## src/rtl/alu_pkg.sv

```systemverilog
`default_nettype none
// ============================================================================
//  Module   : alu_pkg
//  Purpose  : Shared opcode encodings and types for the alu_core datapath.
//  Revision : 1.0  initial release
// ============================================================================
package alu_pkg;

    typedef logic [2:0] op_t;

    localparam op_t OP_ADD = 3'b000;
    localparam op_t OP_SUB = 3'b001;
    localparam op_t OP_NOT = 3'b010;
    localparam op_t OP_AND = 3'b011;
    localparam op_t OP_OR  = 3'b100;
    localparam op_t OP_XOR = 3'b101;
    localparam op_t OP_SLT = 3'b110;
    localparam op_t OP_EQ  = 3'b111;

endpackage
`default_nettype wire

```

## src/rtl/alu_if.sv

```systemverilog
`default_nettype none
// ============================================================================
//  Module   : alu_if
//  Purpose  : Operand/result bundle between an ALU user and alu_core.
//  Revision : 1.0  initial release
// ============================================================================
interface alu_if #(
    parameter int WIDTH = 4
);
    import alu_pkg::*;

    op_t              op;
    logic             in_c;
    logic [WIDTH-1:0] in_x;
    logic [WIDTH-1:0] in_y;
    logic [WIDTH-1:0] out_s;
    logic             out_c;
    logic             zero;
    logic             overflow;

    // Requester side: supplies the operation, observes the registered result
    modport master (
        output op, in_c, in_x, in_y,
        input  out_s, out_c, zero, overflow
    );

    // ALU side
    modport slave (
        input  op, in_c, in_x, in_y,
        output out_s, out_c, zero, overflow
    );

endinterface
`default_nettype wire

```

## src/rtl/alu_addsub.sv

```systemverilog
`default_nettype none
// ============================================================================
//  Module   : alu_addsub
//  Purpose  : Shared adder/subtractor with carry-out and signed overflow.
//             sub=1 computes x + ~y + ~cin, i.e. x - y - cin.
//  Revision : 1.0  initial release
// ============================================================================
module alu_addsub #(
    parameter int WIDTH = 4
) (
    input  wire logic [WIDTH-1:0] x,
    input  wire logic [WIDTH-1:0] y,
    input  wire logic             cin,
    input  wire logic             sub,
    output logic      [WIDTH-1:0] sum,
    output logic                  cout,
    output logic                  ovf
);

    logic [WIDTH-1:0] w_y_eff;
    logic             w_c_eff;
    logic [WIDTH:0]   w_total;

    // Conditional inversion turns the adder into a subtractor
    always_comb begin
        w_y_eff = sub ? ~y : y;
        w_c_eff = sub ? ~cin : cin;
        w_total = {1'b0, x} + {1'b0, w_y_eff} + {{WIDTH{1'b0}}, w_c_eff};
        sum     = w_total[WIDTH-1:0];
        cout    = w_total[WIDTH];
        // Same-sign operands producing an opposite-sign result
        ovf     = (x[WIDTH-1] == w_y_eff[WIDTH-1]) &&
                  (w_total[WIDTH-1] != x[WIDTH-1]);
    end

endmodule
`default_nettype wire

```

## src/rtl/alu_core.sv

```systemverilog
`default_nettype none
// ============================================================================
//  Module   : alu_core
//  Purpose  : Registered integer ALU, one-cycle latency, one op per cycle.
//             Produces result, carry, zero and signed-overflow flags.
//  Revision : 1.0  initial release
// ============================================================================
module alu_core
    import alu_pkg::*;
#(
    parameter int WIDTH = 4
) (
    input  wire logic clk,
    input  wire logic rst,
    alu_if.slave      bus
);

    logic [WIDTH-1:0] w_as_sum;
    logic             w_as_cout;
    logic             w_as_ovf;
    logic             w_as_sub;
    logic             w_as_cin;
    logic             w_lt;

    logic [WIDTH-1:0] w_s;
    logic             w_c;
    logic             w_ovf;
    logic             w_zero;

    logic [WIDTH-1:0] r_s;
    logic             r_c;
    logic             r_zero;
    logic             r_ovf;

    // SLT reuses the subtractor as a plain x - y (borrow-in forced to 0)
    always_comb begin
        w_as_sub = (bus.op == OP_SUB) || (bus.op == OP_SLT);
        w_as_cin = (bus.op == OP_SLT) ? 1'b0 : bus.in_c;
    end

    alu_addsub #(
        .WIDTH (WIDTH)
    ) u_addsub (
        .x    (bus.in_x),
        .y    (bus.in_y),
        .cin  (w_as_cin),
        .sub  (w_as_sub),
        .sum  (w_as_sum),
        .cout (w_as_cout),
        .ovf  (w_as_ovf)
    );

    // True signed less-than: difference sign corrected by overflow
    assign w_lt = w_as_sum[WIDTH-1] ^ w_as_ovf;

    // Opcode mux and next-state flags
    always_comb begin
        w_s   = '0;
        w_c   = 1'b0;
        w_ovf = 1'b0;
        case (bus.op)
            OP_ADD, OP_SUB: begin
                w_s   = w_as_sum;
                w_c   = w_as_cout;
                w_ovf = w_as_ovf;
            end
            OP_NOT:  w_s = ~bus.in_x;
            OP_AND:  w_s = bus.in_x & bus.in_y;
            OP_OR:   w_s = bus.in_x | bus.in_y;
            OP_XOR:  w_s = bus.in_x ^ bus.in_y;
            OP_SLT:  w_s = {{(WIDTH-1){1'b0}}, w_lt};
            OP_EQ:   w_s = {{(WIDTH-1){1'b0}}, (bus.in_x == bus.in_y)};
            default: w_s = '0;
        endcase
        w_zero = (w_s == '0);
    end

    // Output registers; reset discards any in-flight result
    always_ff @(posedge clk) begin
        if (rst) begin
            r_s    <= '0;
            r_c    <= 1'b0;
            r_zero <= 1'b1;
            r_ovf  <= 1'b0;
        end else begin
            r_s    <= w_s;
            r_c    <= w_c;
            r_zero <= w_zero;
            r_ovf  <= w_ovf;
        end
    end

    assign bus.out_s    = r_s;
    assign bus.out_c    = r_c;
    assign bus.zero     = r_zero;
    assign bus.overflow = r_ovf;

endmodule
`default_nettype wire

```

## src/flat_wrapper.sv

```systemverilog
// flat-port wrapper written by rule: the top's interface ports become plain ports
module alu_core_flat import alu_pkg::*;
#(
    parameter int WIDTH = 4
)
  (clk, rst, bus_op, bus_in_c, bus_in_x, bus_in_y, bus_out_s, bus_out_c, bus_zero, bus_overflow);
  alu_if #(.WIDTH(WIDTH)) bus_i ();
  input  wire logic clk;
  input  wire logic rst;
  input wire logic [$bits(bus_i.op)-1:0] bus_op;
  input wire logic [$bits(bus_i.in_c)-1:0] bus_in_c;
  input wire logic [$bits(bus_i.in_x)-1:0] bus_in_x;
  input wire logic [$bits(bus_i.in_y)-1:0] bus_in_y;
  output wire logic [$bits(bus_i.out_s)-1:0] bus_out_s;
  output wire logic [$bits(bus_i.out_c)-1:0] bus_out_c;
  output wire logic [$bits(bus_i.zero)-1:0] bus_zero;
  output wire logic [$bits(bus_i.overflow)-1:0] bus_overflow;
  assign bus_i.op = bus_op;
  assign bus_i.in_c = bus_in_c;
  assign bus_i.in_x = bus_in_x;
  assign bus_i.in_y = bus_in_y;
  assign bus_out_s = bus_i.out_s;
  assign bus_out_c = bus_i.out_c;
  assign bus_zero = bus_i.zero;
  assign bus_overflow = bus_i.overflow;
  alu_core #(.WIDTH(WIDTH)) u_core (.clk(clk), .rst(rst), .bus(bus_i));
endmodule
```

## config.mk

```make
export PLATFORM = sky130hd
export DESIGN_NAME = alu_core_flat
export DESIGN_NICKNAME = d
export VERILOG_FILES = /design/src/rtl/alu_pkg.sv /design/src/rtl/alu_if.sv /design/src/rtl/alu_addsub.sv /design/src/rtl/alu_core.sv /design/src/flat_wrapper.sv
export SDC_FILE = /design/constraint.sdc
export NUM_CORES = 1
export LEC_CHECK = 0
export ABC_CLOCK_PERIOD_IN_PS = 3350
export CAP_MARGIN = 10
export CORE_ASPECT_RATIO = 1.4
export CORE_UTILIZATION = 30
export DETAILED_ROUTE_END_ITERATION = 7
export DONT_BUFFER_PORTS = 1
export HOLD_SLACK_MARGIN = 0.15
export PLACE_DENSITY = 0.41
export SETUP_SLACK_MARGIN = 0.05
export SYNTH_ARGS = -nofsm -noshare
export SYNTH_HDL_FRONTEND = slang
export SYNTH_SLANG_ARGS = --single-unit
```

## constraint.sdc

```tcl
create_clock -name clk -period 3.35 [get_ports clk]
set_input_delay 0.335 -clock clk [delete_from_list [all_inputs] [get_ports clk]]
set_output_delay 0.335 -clock clk [all_outputs]
set_load 0.02 [all_outputs]
```

==> impl_metrics.csv <==
group,metric,value,unit
synthesis,synthDominantCellAreaShare,18.9,%
floorplanning,placementRows,21,
synthesis,yosysSeqAreaShare,17.7,%
finish,nFillCells,280,
global_route,gr-usage-all-layers,13.4,%
timing,fin_tns_setup,0,ps
synthesis,async_flop_share,0,%
synthesis,synth_adder_area_share,24.0,%
finish,fin_nets,126,
worst_setup_path,start_kind,"input pin",
synthesis,synthDistinctLibCells,36,
synthesis,syn_nets,124,
synthesis,yosys_warnings,0,
timing,rsz0062_at_grt,"no",
worst_setup_path,crit_start,"bus_op[1]",
clocking,cts_resized,0,
detailed_routing,dr.first_iter.drc_count,6,
floorplanning,core,2440,sq um
synthesis,synth_compound_area_share,16.7,%
global_route,grt-ovfl-total,0,
synthesis,synthMuxAreaShare,3.79,%
timing,worst_pin_slew,482,ps
synthesis,synthSimpleGateAreaFrac,19.6,%
detailed_routing,drt-total-wl,1690,um
power_and_ir_drop,clockPowerShare,27.5,%
detailed_routing,firstDrtPassIters,2,
finish,instances_no_fill,131,
synthesis,ys_top_cells_by_area,"ha_1, dfxtp_1, xnor2_1",
timing,fmax,0.428,GHz
synthesis,synth_top_family_by_area,"adder cells",
run,maxCapViolCount,0,
detailed_routing,wire_per_inst,12.9,um
global_route,grt_pass1_vias,640,
timing,maxSlewViolCount,0,
synthesis,synth_top_area_cell,"ha_1",
timing,fin_crit_sh,69.7,%
clocking,ctsLongestPathBuffers,2,
clocking,ctsHtreeMaxLevel,1,
power_and_ir_drop,p_leak,0.365,nW
synthesis,ys.flop_type,"dfxtp_1",
clocking,cts.sinks,7,
timing,slew_headroom,67.9,%
finish,antenna_cells,0,
run_status,status,"finished, final reports clean",
detailed_routing,route.vias.total,632,
clocking,clock-root-buffer,"clkbuf_4",
placement,dp_slack,734,ps
global_route,grt_pass1_wl,2880,um
synthesis,synth-seq-cells,7,
placement,portBuffers,0,
hold_path,holdPathEnd,"u_core.bus.out_c$_SDFF_PP0_",
power_and_ir_drop,finalPower,0.270,mW
worst_setup_path,path_max_fanout,13,
synthesis,synth_area_per_cell,8.26,sq um
synthesis,syn_area,793,sq um
global_route,grt_max_degree,18,
hold_path,whs_path_depth,1,
timing,post-route-worst-setup-slack,1020,ps
worst_setup_path,cp_data_required_time,3510,ps
synthesis,syn_inst,96,
synthesis,synth_xor_xnor_area_share,7.73,%
detailed_routing,post-route-drc-count,0,
floorplanning,die_w,45.5,um
floorplanning,dieArea,2860,sq um
floorplanning,start_util,32.5,%
clocking,numCtsBuffers,3,
clocking,cts_tree,"built",
power_and_ir_drop,p_per_area,324,nW/um^2
finish,syn_to_final_growth,5.05,%
synthesis,synth-edff-count,0,
detailed_routing,ant_nets,0,
worst_setup_path,critical_path_class,"in -> reg",
power_and_ir_drop,ir_drop,185,uV
placement,hpwl,1430,um
hold_path,hold_path.class,"in -> reg",
power_and_ir_drop,power_switching,0.0886,mW
global_route,antenna_found_initial,0,
detailed_routing,post_drt_via_cell_ratio,4.82,
power_and_ir_drop,swShare,32.8,%
finish,layout-drive-gt1-share,6.19,%
timing,min_period,2330,ps
power_and_ir_drop,internal_power,0.182,mW
worst_setup_path,cp_data_arrival_time,2490,ps
hold_path,hp-start,"rst",
power_and_ir_drop,power_frac_seq,38.8,%
floorplanning,io_pins,21,
worst_setup_path,crit_path_end_kind,"flop",
power_and_ir_drop,p_comb_share,33.7,%
placement,dp.cells,126,
timing,hold_violations,0,
floorplanning,die_h,62.8,um
placement,finalWeightedCongestion,0.731,
clocking,path_clk_slew,50,ps
timing,setup_violations,0,
-- critical path: stages --
cell and delay (ps):
nor2b_1 140, a21oi_1 430, xnor2_1 150, fa_1 440, o21ai_1 340, o221ai_1 190, o21a_1 230, nor4_2 230
-- power groups by stage --
| stage | registers, mW | clock network [mW] | logic, mW |
|---|---|---|---|
| 6_report | 0.105 | 0.0743 | 0.0909 |
| 3_5_place_dp | 0.107 | 0 | 0.0920 |
| 3_3_place_gp | 0.107 | 0 | 0.0919 |
| 2_1_floorplan | 0.106 | 0 | 0.0847 |
| 5_1_grt | 0.105 | 0.0856 | 0.106 |
| 4_1_cts | 0.105 | 0.0779 | 0.0927 |
-- what timing repair did --
action	in CTS	in global routing
endpoints found under the hold margin	0	1
hold buffers	0	1
setup buffers	0	0
-- through the flow --
step	utilization, %	cell area [sq um]	hold slack (ps)
CTS	33.7	823	165
global route	34.1	833	160
global placement	32.6	797	430
floorplan	-	793	412
detailed placement	32.6	797	425
finish	34.1	833	175
-- area by class of cell --
type	count	area [sq um]	area share, %
clock buffers	4	26.3	3.15
inverters	12	45.0	5.41
multi-input cells	73	569	68.3
flip-flops and latches	7	140	16.8
well taps	34	42.5	5.11
repair buffers	1	10.0	1.20
-- placed cells by master (no fill, tap or decap), types with 2 or more instances in the layout --
cell / n
nand3_1: 2
xnor2_1: 6
mux2i_1: 3
o21ai_0: 3
o21a_1: 2
nand2b_1: 2
nor2_1: 10
a211oi_1: 2
inv_1: 12
nand3b_1: 2
a31oi_1: 2
nand2_1: 4
dfxtp_1: 7
fa_1: 2
a21oi_1: 5
clkbuf_4: 3
ha_1: 12
-- worst max path at each step --
| stage | end | slack, ps | depth (start not counted) |
|---|---|---|---|
| after global placement | u_core.bus.zero$_SDFF_PP1_ | 830 | 8 |
| final | u_core.bus.zero$_SDFF_PP1_ | 1020 | 8 |
| after CTS | u_core.bus.zero$_SDFF_PP1_ | 990 | 8 |
| after floorplan | u_core.bus.zero$_SDFF_PP1_ | 860 | 11 |
| after detailed placement | u_core.bus.zero$_SDFF_PP1_ | 730 | 8 |
| after global routing | u_core.bus.zero$_SDFF_PP1_ | 800 | 10 |
-- metal layers --
metal	vias up	part of all wire [%]	track usage, %
met4	0	0	1.89
met2	15	52	22.1
li1	330	-	-
met5	-	0	0
met1	287	43	16.8
met3	0	4.9	4.34
-- synthesized netlist by cell type (2+ instances only) --
cell	number
nand2_1	4
nor2_1	10
a31oi_1	2
o21ai_0	3
xnor2_1	6
inv_1	12
ha_1	12
o21a_1	2
fa_1	2
a211oi_1	2
nand3_1	2
nand3b_1	2
a21oi_1	5
nand2b_1	2
mux2i_1	3
dfxtp_1	7
-- sequential cells by signal, summed over array words and instances, names as in the netlist --
register             cells
u_core.bus.out_c         1
u_core.bus.zero          1
u_core.bus.overflow      1
u_core.bus.out_s         4
-- cell families (layout without fill, tap and decap cells) --
| group | count (synthesis) | count (layout) |
|---|---|---|
| compound gates | 20 | 20 |
| fa+ha+maj | 14 | 14 |
| simple gates | 29 | 29 |
| mux | 3 | 3 |
| xor+xnor | 7 | 7 |
| flops | 7 | 7 |
| buf+inv | 16 | 17 |
Power figures use the tool's default switching activity.
